### config.mk
export PLATFORM = sky130hd
export DESIGN_NAME = mem_req_arbiter
export DESIGN_NICKNAME = d
export VERILOG_FILES = /design/src/rtl/mem_req_arbiter.sv
export SDC_FILE = /design/constraint.sdc
export NUM_CORES = 1
export LEC_CHECK = 0
export BUFFER_PORTS_ARGS = -buffer_cell sky130_fd_sc_hd__buf_4
export CELL_PAD_IN_SITES_DETAIL_PLACEMENT = 0
export CELL_PAD_IN_SITES_GLOBAL_PLACEMENT = 2
export CORE_AREA = 2 2 277 279
export CTS_CLUSTER_SIZE = 28
export DETAILED_ROUTE_END_ITERATION = 10
export DIE_AREA = 0 0 279 281
export PLACE_DENSITY = 0.74
export SLEW_MARGIN = 25
export SYNTH_ARGS = -nofsm -noshare
export SYNTH_HDL_FRONTEND = slang
export SYNTH_SLANG_ARGS = --single-unit
### constraint.sdc
create_clock -name clk -period 2.2 [get_ports clk]
set_input_delay 0.44 -clock clk [delete_from_list [all_inputs] [get_ports clk]]
set_output_delay 0.44 -clock clk [all_outputs]
set_load 0.01 [all_outputs]
### src/rtl/mem_req_arbiter.sv
// Arbitrates ICache and DCache miss requests onto a single-transaction SRAM engine.
// Holds the granted request stable, cancels flushed I fills, and bounds ICache starvation.
//
// state | meaning
// IDLE  | no transaction; selects D or I for the next grant
// GNT_I | I request presented to engine, waiting for mem_ready_i
// GNT_D | D request presented to engine, waiting for mem_ready_d
// COOL  | one dead cycle for engine ready-clear and requester req-drop
module mem_req_arbiter #(
  parameter int ADDR_W       = 32,
  parameter int LINE_W       = 128,
  parameter int STARVE_LIMIT = 4
) (
  input  logic              clk,
  input  logic              rst,
  input  logic              flush,
  input  logic              icache_req,
  input  logic [ADDR_W-1:0] icache_addr,
  output logic              icache_ack,
  output logic [LINE_W-1:0] icache_line,
  input  logic              dcache_req,
  input  logic              dcache_we,
  input  logic [ADDR_W-1:0] dcache_addr,
  input  logic [31:0]       dcache_wdata,
  output logic              dcache_ack,
  output logic [LINE_W-1:0] dcache_line,
  output logic              mem_valid_i,
  output logic [ADDR_W-1:0] mem_inst_addr,
  output logic              mem_valid_d,
  output logic              mem_store,
  output logic [ADDR_W-1:0] mem_data_addr,
  output logic [31:0]       mem_wdata,
  input  logic              mem_ready_i,
  input  logic [LINE_W-1:0] mem_line_i,
  input  logic              mem_ready_d,
  input  logic [LINE_W-1:0] mem_line_d,
  output logic              busy
);

  localparam int CNT_W = $clog2(STARVE_LIMIT + 1);
  localparam logic [CNT_W-1:0] LIMIT = CNT_W'(STARVE_LIMIT);

  typedef enum logic [1:0] {IDLE, GNT_I, GNT_D, COOL} state_e;

  state_e              state_q, state_d;
  logic [CNT_W-1:0]    starve_cnt_q, starve_cnt_d;
  logic                cancel_q, cancel_d;
  logic                valid_i_q, valid_i_d;
  logic                valid_d_q, valid_d_d;
  logic [ADDR_W-1:0]   inst_addr_q, inst_addr_d;
  logic [ADDR_W-1:0]   data_addr_q, data_addr_d;
  logic                store_q, store_d;
  logic [31:0]         wdata_q, wdata_d;
  logic                iack_q, iack_d;
  logic                dack_q, dack_d;
  logic [LINE_W-1:0]   iline_q, iline_d;
  logic [LINE_W-1:0]   dline_q, dline_d;
  logic                busy_q;
  logic                sel_d, sel_i;

  // D wins unless the I side has already lost STARVE_LIMIT times in a row.
  assign sel_d = dcache_req && !(icache_req && (starve_cnt_q == LIMIT));
  assign sel_i = !sel_d && icache_req && !flush;

  always_ff @(posedge clk) begin
    if (rst) begin
      state_q      <= IDLE;
      starve_cnt_q <= '0;
      cancel_q     <= 1'b0;
      valid_i_q    <= 1'b0;
      valid_d_q    <= 1'b0;
      inst_addr_q  <= '0;
      data_addr_q  <= '0;
      store_q      <= 1'b0;
      wdata_q      <= '0;
      iack_q       <= 1'b0;
      dack_q       <= 1'b0;
      iline_q      <= '0;
      dline_q      <= '0;
      busy_q       <= 1'b0;
    end else begin
      state_q      <= state_d;
      starve_cnt_q <= starve_cnt_d;
      cancel_q     <= cancel_d;
      valid_i_q    <= valid_i_d;
      valid_d_q    <= valid_d_d;
      inst_addr_q  <= inst_addr_d;
      data_addr_q  <= data_addr_d;
      store_q      <= store_d;
      wdata_q      <= wdata_d;
      iack_q       <= iack_d;
      dack_q       <= dack_d;
      iline_q      <= iline_d;
      dline_q      <= dline_d;
      busy_q       <= (state_d != IDLE);
    end
  end

  always_comb begin
    state_d = state_q;
    case (state_q)
      IDLE: begin
        if (sel_d)      state_d = GNT_D;
        else if (sel_i) state_d = GNT_I;
      end
      GNT_I:   if (mem_ready_i) state_d = COOL;
      GNT_D:   if (mem_ready_d) state_d = COOL;
      COOL:    state_d = IDLE;
      default: state_d = IDLE;
    endcase
  end

  always_comb begin
    starve_cnt_d = starve_cnt_q;
    cancel_d     = cancel_q;
    valid_i_d    = valid_i_q;
    valid_d_d    = valid_d_q;
    inst_addr_d  = inst_addr_q;
    data_addr_d  = data_addr_q;
    store_d      = store_q;
    wdata_d      = wdata_q;
    iack_d       = 1'b0;
    dack_d       = 1'b0;
    iline_d      = iline_q;
    dline_d      = dline_q;
    case (state_q)
      IDLE: begin
        if (sel_d) begin
          valid_d_d   = 1'b1;
          data_addr_d = dcache_addr;
          store_d     = dcache_we;
          wdata_d     = dcache_wdata;
          if (!icache_req)                starve_cnt_d = '0;
          else if (starve_cnt_q != LIMIT) starve_cnt_d = starve_cnt_q + CNT_W'(1);
        end else if (sel_i) begin
          valid_i_d    = 1'b1;
          inst_addr_d  = icache_addr;
          starve_cnt_d = '0;
        end
      end
      GNT_I: begin
        // The engine burst cannot be aborted, so a flush only suppresses the ack.
        if (flush) cancel_d = 1'b1;
        if (mem_ready_i) begin
          valid_i_d = 1'b0;
          cancel_d  = 1'b0;
          if (!cancel_q && !flush) begin
            iack_d  = 1'b1;
            iline_d = mem_line_i;
          end
        end
      end
      GNT_D: begin
        if (mem_ready_d) begin
          valid_d_d = 1'b0;
          dack_d    = 1'b1;
          dline_d   = mem_line_d;
        end
      end
      default: ;
    endcase
  end

  assign icache_ack    = iack_q;
  assign icache_line   = iline_q;
  assign dcache_ack    = dack_q;
  assign dcache_line   = dline_q;
  assign mem_valid_i   = valid_i_q;
  assign mem_inst_addr = inst_addr_q;
  assign mem_valid_d   = valid_d_q;
  assign mem_store     = store_q;
  assign mem_data_addr = data_addr_q;
  assign mem_wdata     = wdata_q;
  assign busy          = busy_q;

endmodule

Word-level counts from Yosys, hierarchy flattened
Cells that the tools add are included.

storage, ports and cells
  register bits = 364
  bits of input ports = 360
  word-level logic and storage cells = 75

cells by class
  $add $sub $neg = 1
  eq/ne operators = 11
  multiplexer cells = 20
  bitwise gates (word level) = 4
  reductions and logical operators = 25

operators with widths
  operator               number
  $mux W3                4
  $reduce_and A3 Y1      4
  $ne A2 B2 Y1 const B   5
  $reduce_bool A2 Y1     5
  $mux W1                9
  $mux W2                4
  $pmux W2 S4            1
  $reduce_and A2 Y1      3
  $logic_and A1 B1 Y1    5
  $eq A2 B2 Y1 const B   2
  $logic_not A1 Y1       4
  $not A1 Y1             4
  $pmux W1 S2            2
  $reduce_and A4 Y1      1
  $add A3 B1 Y3 const B  1
  $eq A3 B3 Y1 const B   1
  $ne A3 B2 Y1 const B   1
  $ne A3 B3 Y1 const B   1
  $reduce_or A3 Y1       1
  $eq A2 B1 Y1 const B   1
  $logic_not A2 Y1       1
  $reduce_or A2 Y1       1

Longest topological paths before layout
  depth after elaboration = 11
  depth in mapped cells = 7
  mapped depth without buffers = 5

Worst setup path before layout
No wires, ideal clock.

  kind = register to register
  from = reg starve_cnt_q[0]
  to = reg data_addr_q[2], in the netlist mem_data_addr[2]
  setup time = 0.070 ns
  arrival = 1.520 ns
  data required time = 2.130 ns
  setup slack = 0.610 ns
  cell stages (with the launch flop) = 8
  clock period less this slack = 1.590 ns
  cell sequence = dfxtp_1 inv_1 ha_1 nand3_1 clkbuf_1 clkbuf_1 nand3_1 a21oi_1

between the ends
  word-level cells in the longest chain between the ends = 5

ends and longest elaborated chain
  what                         RTL line  text
  start: declaration           46        logic [CNT_W-1:0] starve_cnt_q, starve_cnt_d;
  start signal: assignment     83        starve_cnt_q <= starve_cnt_d;
  $eq A3 B3 Y1                 62        assign sel_d = dcache_req && !(icache_req && (starve_cnt_q == LIMIT));
  $logic_and A1 B1 Y1          62
  $logic_not A1 Y1             62
  $logic_and A1 B1 Y1          62
  $reduce_and A2 Y1 (no line)  -
  end signal: assignment       88        data_addr_q <= data_addr_d;
  end: declaration             51        logic [ADDR_W-1:0] data_addr_q, data_addr_d;

No other way between the ends.
A chain may end at the register's enable or synchronous reset.

Final worst setup path
  from = reg starve_cnt_q[0]
  to = reg starve_cnt_q[1]

between the ends
  word-level cells in the longest chain between the ends = 9
  elaborated cells between the ends (all ways) = 15
  those cells by class = add/sub: 1; eq/ne: 3; mux: 3; reduce/logical: 8

ends and longest elaborated chain
  what                               RTL line  text
  $eq A3 B3 Y1                       62
  $logic_and A1 B1 Y1                62
  $logic_not A1 Y1                   62
  $logic_and A1 B1 Y1                62
  $logic_not A1 Y1                   63        assign sel_i = !sel_d && icache_req && !flush;
  $logic_and A1 B1 Y1 (2 in series)  63
  $reduce_bool A2 Y1 (no line)       -
  $reduce_and A3 Y1 (no line)        -

Several ways; a longest one is shown, not always the timed one. The select of a mux whose other input is x is not followed.

==> results_dict.tcl <==
set metrics [dict create \
    maxSlewHeadroom 0.571 \
    fin_crit_sh 0.837 \
    holdBufCountCts 0 \
    design_area_um2 21500 \
    initial_core_util 0.177 \
    p_leak_uw 0.00875 \
    wl_per_cell_um 17.3 \
    cts_tree "yes" \
    finalHoldViolCount 0 \
    async_reset_ff_frac 0 \
    drt_iter0_drc 738 \
    total_switching_power_uw 4260 \
    first_pass_iters 5 \
    ys_ff_latch 364 \
    ctsResizeCount 0 \
    hold_path.class "in2reg" \
    pre_cts_slack_ns 0.337 \
    finalNetCount 2646 \
    grt_usage 0.135 \
    syn_inst 1636 \
    syn2layout_area_growth_pct 61.3 \
    setup_violations 0 \
    num_rows 101 \
    worstPathRequired_ns 2.64 \
    synth_area_um2 13300 \
    drv_cap 0 \
    antenna_cells 0 \
    setup_tns_ns 0 \
    start_kind "register" \
    rrSetupSlack_ns 0.36 \
    hold_slack_ns 0.138 \
    grt_max_degree 123 \
    synth_top_area_share 0.547 \
    routed_wirelength_um 57000 \
    grt_pass1_vias 14173 \
    drive_gt1_frac 0.368 \
    min_to "dcache_line[78]$_SDFFE_PP0P_" \
    numPortBuffers 717 \
    seq_area_frac_synth 0.547 \
    cp_slowest_cell "buf_4" \
    cts_root_buffer "clkbuf_16" \
    period_minus_slack_ns 1.84 \
    ir_drop_uv 459 \
    pwr_density_cell_nw_per_um2 791 \
    die_w_um 279 \
    fin_util 0.285 \
    clkLatencyLatePin_ns 0.56 \
    ff2ff_path_depth 6 \
    synth_warnings 0 \
    yosys.area.top_type "dfxtp_1" \
    fp.dieH_um 281 \
    tightestPinTransition_ns 0.644 \
    rsz0062_at_grt "false" \
    clkSinkCount 364 \
    place.gp.congestion 0.802 \
    fillCellCount 8224 \
    clk_pin_slew_ns 0.06 \
    cts_buffer_depth 3 \
    combPwrFrac 0.139 \
    critPathMaxFanout 66 \
    cpPeakStageDelay_ns 0.50 \
    mostFrequentLayoutCell "buf_4" \
    ant_nets 0 \
    cp.arrival_ns 2.28 \
    cts_setup_buffers 0 \
    grt_overflow 0 \
    ys_types 39 \
    r2r-end "starve_cnt_q[1]$_SDFFE_PP0P_" \
    hold_depth 3 \
    htreeDepth 2 \
    vias_per_cell 4.36 \
    p_int_uw 12700 \
    status "complete, no violations" \
    switching_share 0.251 \
    synth_edf_count 0 \
    worstSetupPathType "reg2reg" \
    clock.fmax_mhz 543 \
    vias 14366 \
    dpl_cell_area_um2 20000 \
    dp_hpwl_um 41400 \
    synth_area_leaders "dfxtp_1 (55%), a21oi_1 (13%), nand3_1 (8.5%)" \
    layout_setup_ws_ns 0.360 \
    numCtsBuffers 43 \
    die_area_um2 78400 \
    antenna_found_initial 2 \
    finalMaxSlewViolations 0 \
    endpoint_kind "register" \
    synth_ff_type "dfxtp_1" \
    synth_nets 1998 \
    grt_pass1_wl_um 84300 \
    seqPwrFrac 0.416 \
    ioPinCount 718 \
    crit_chain "inv_1 > ha_1 > and3_2 > buf_4 > o22ai_1 > mux2i_1" \
    coreArea_um2 75400 \
    avgSynthCellArea_um2 8.14 \
    hold_path_startpoint "mem_line_d[78]" \
    pwr-share-clk 0.445 \
    final_cell_mix "buf_4 (744), dfxtp_1 (364), a21oi_1 (355), nand2_1 (258), nand3_1 (225)" \
    drc 0 \
    clock_skew_ns 0.0211 \
    r2r_start "starve_cnt_q[0]$_SDFFE_PP0P_" \
]
[registers in the layout (all words and copies together) (netlist names)]
signal	count
cancel_q	1
state_q	2
mem_valid_d	1
mem_wdata	32
busy	1
mem_inst_addr	32
mem_data_addr	32
dcache_ack	1
icache_ack	1
starve_cnt_q	3
dcache_line	128
mem_store	1
mem_valid_i	1
icache_line	128
[synth_stat cells (all sizes together) (2+ instances only)]
library cell / number
o21ai: 226
clkbuf: 113
ha: 2
or4b: 2
a22o: 2
nand3: 226
a21oi: 355
nor2: 4
nor3b: 2
dfxtp: 364
nand2b: 2
nand2: 258
nand3b: 2
inv: 3
buf: 55
nor3: 3
and3b: 2
[metal layers]
metal	track usage	vias up	share of wire
li1	-	6958	-
met4	0.0444	4	0.027
met5	0	-	0.00040
met2	0.232	546	0.49
met3	0.0477	98	0.090
met1	0.155	6760	0.39
[power groups by stage]
stage               logic, uW  registers (uW)  clock network (uW)
floorplan                 868            7300                   0
global placement         2380            7200                   0
detailed placement       2390            7210                   0
CTS                      2400            7060                7840
global route             2570            7100                8110
finish                   2370            7060                7570
[logic make-up (layout without fill, tap and decap cells)]
logic type / Yosys count / in the layout / share of synthesized area
muxes: 1 / 1 / 0.000751
adders and majority gates: 2 / 2 / 0.00188
AOI/OAI and AO/OA: 591 / 591 / 0.224
and+or+nand+nor: 507 / 507 / 0.171
DFF: 364 / 364 / 0.547
buffers and inverters: 171 / 850 / 0.0549
[through the flow]
stage,total power (uW),cells
6_report,17000,3293
3_5_place_dp,9600,3217
2_1_floorplan,8170,1636
3_3_place_gp,9570,3217
5_1_grt,17800,3293
4_1_cts,17300,3293
[how the worst max path moves through the flow]
stage | start | end | slack, ns | cells past startpoint
global placement | starve_cnt_q[0]$_SDFFE_PP0P_ | starve_cnt_q[1]$_SDFFE_PP0P_ | 0.36 | 6
CTS | state_q[1]$_SDFF_PP0_ | dcache_line[67]$_SDFFE_PP0P_ | 0.33 | 5
detailed placement | starve_cnt_q[0]$_SDFFE_PP0P_ | starve_cnt_q[1]$_SDFFE_PP0P_ | 0.34 | 6
finish | starve_cnt_q[0]$_SDFFE_PP0P_ | starve_cnt_q[1]$_SDFFE_PP0P_ | 0.36 | 6
global route | starve_cnt_q[0]$_SDFFE_PP0P_ | mem_wdata[11]$_SDFFE_PP0P_ | 0.14 | 6
floorplan | starve_cnt_q[0]$_SDFFE_PP0P_ | mem_data_addr[2]$_SDFFE_PP0P_ | 0.61 | 7
[cell type report]
class,instances,area (um2),area share
Sequential cell,364,7290,0.339
Timing Repair Buffer,771,6120,0.285
Clock buffer,65,1320,0.0615
Multi-Input combinational cell,1101,5340,0.248
Inverter,3,11.3,0.000524
Clock inverter,11,184,0.00856
Tap cell,978,1220,0.0570
[critical path: cells and delay by family, from the launching register on]
| kind | cells | cell delay (ns) |
|---|---|---|
| mux | 1 | 0.16 |
| fa+ha+maj | 1 | 0.24 |
| simple gates | 1 | 0.20 |
| buf+inv | 2 | 0.57 |
| flops | 1 | 0.34 |
| compound gates | 1 | 0.21 |
(Power assumes the default switching activity.)
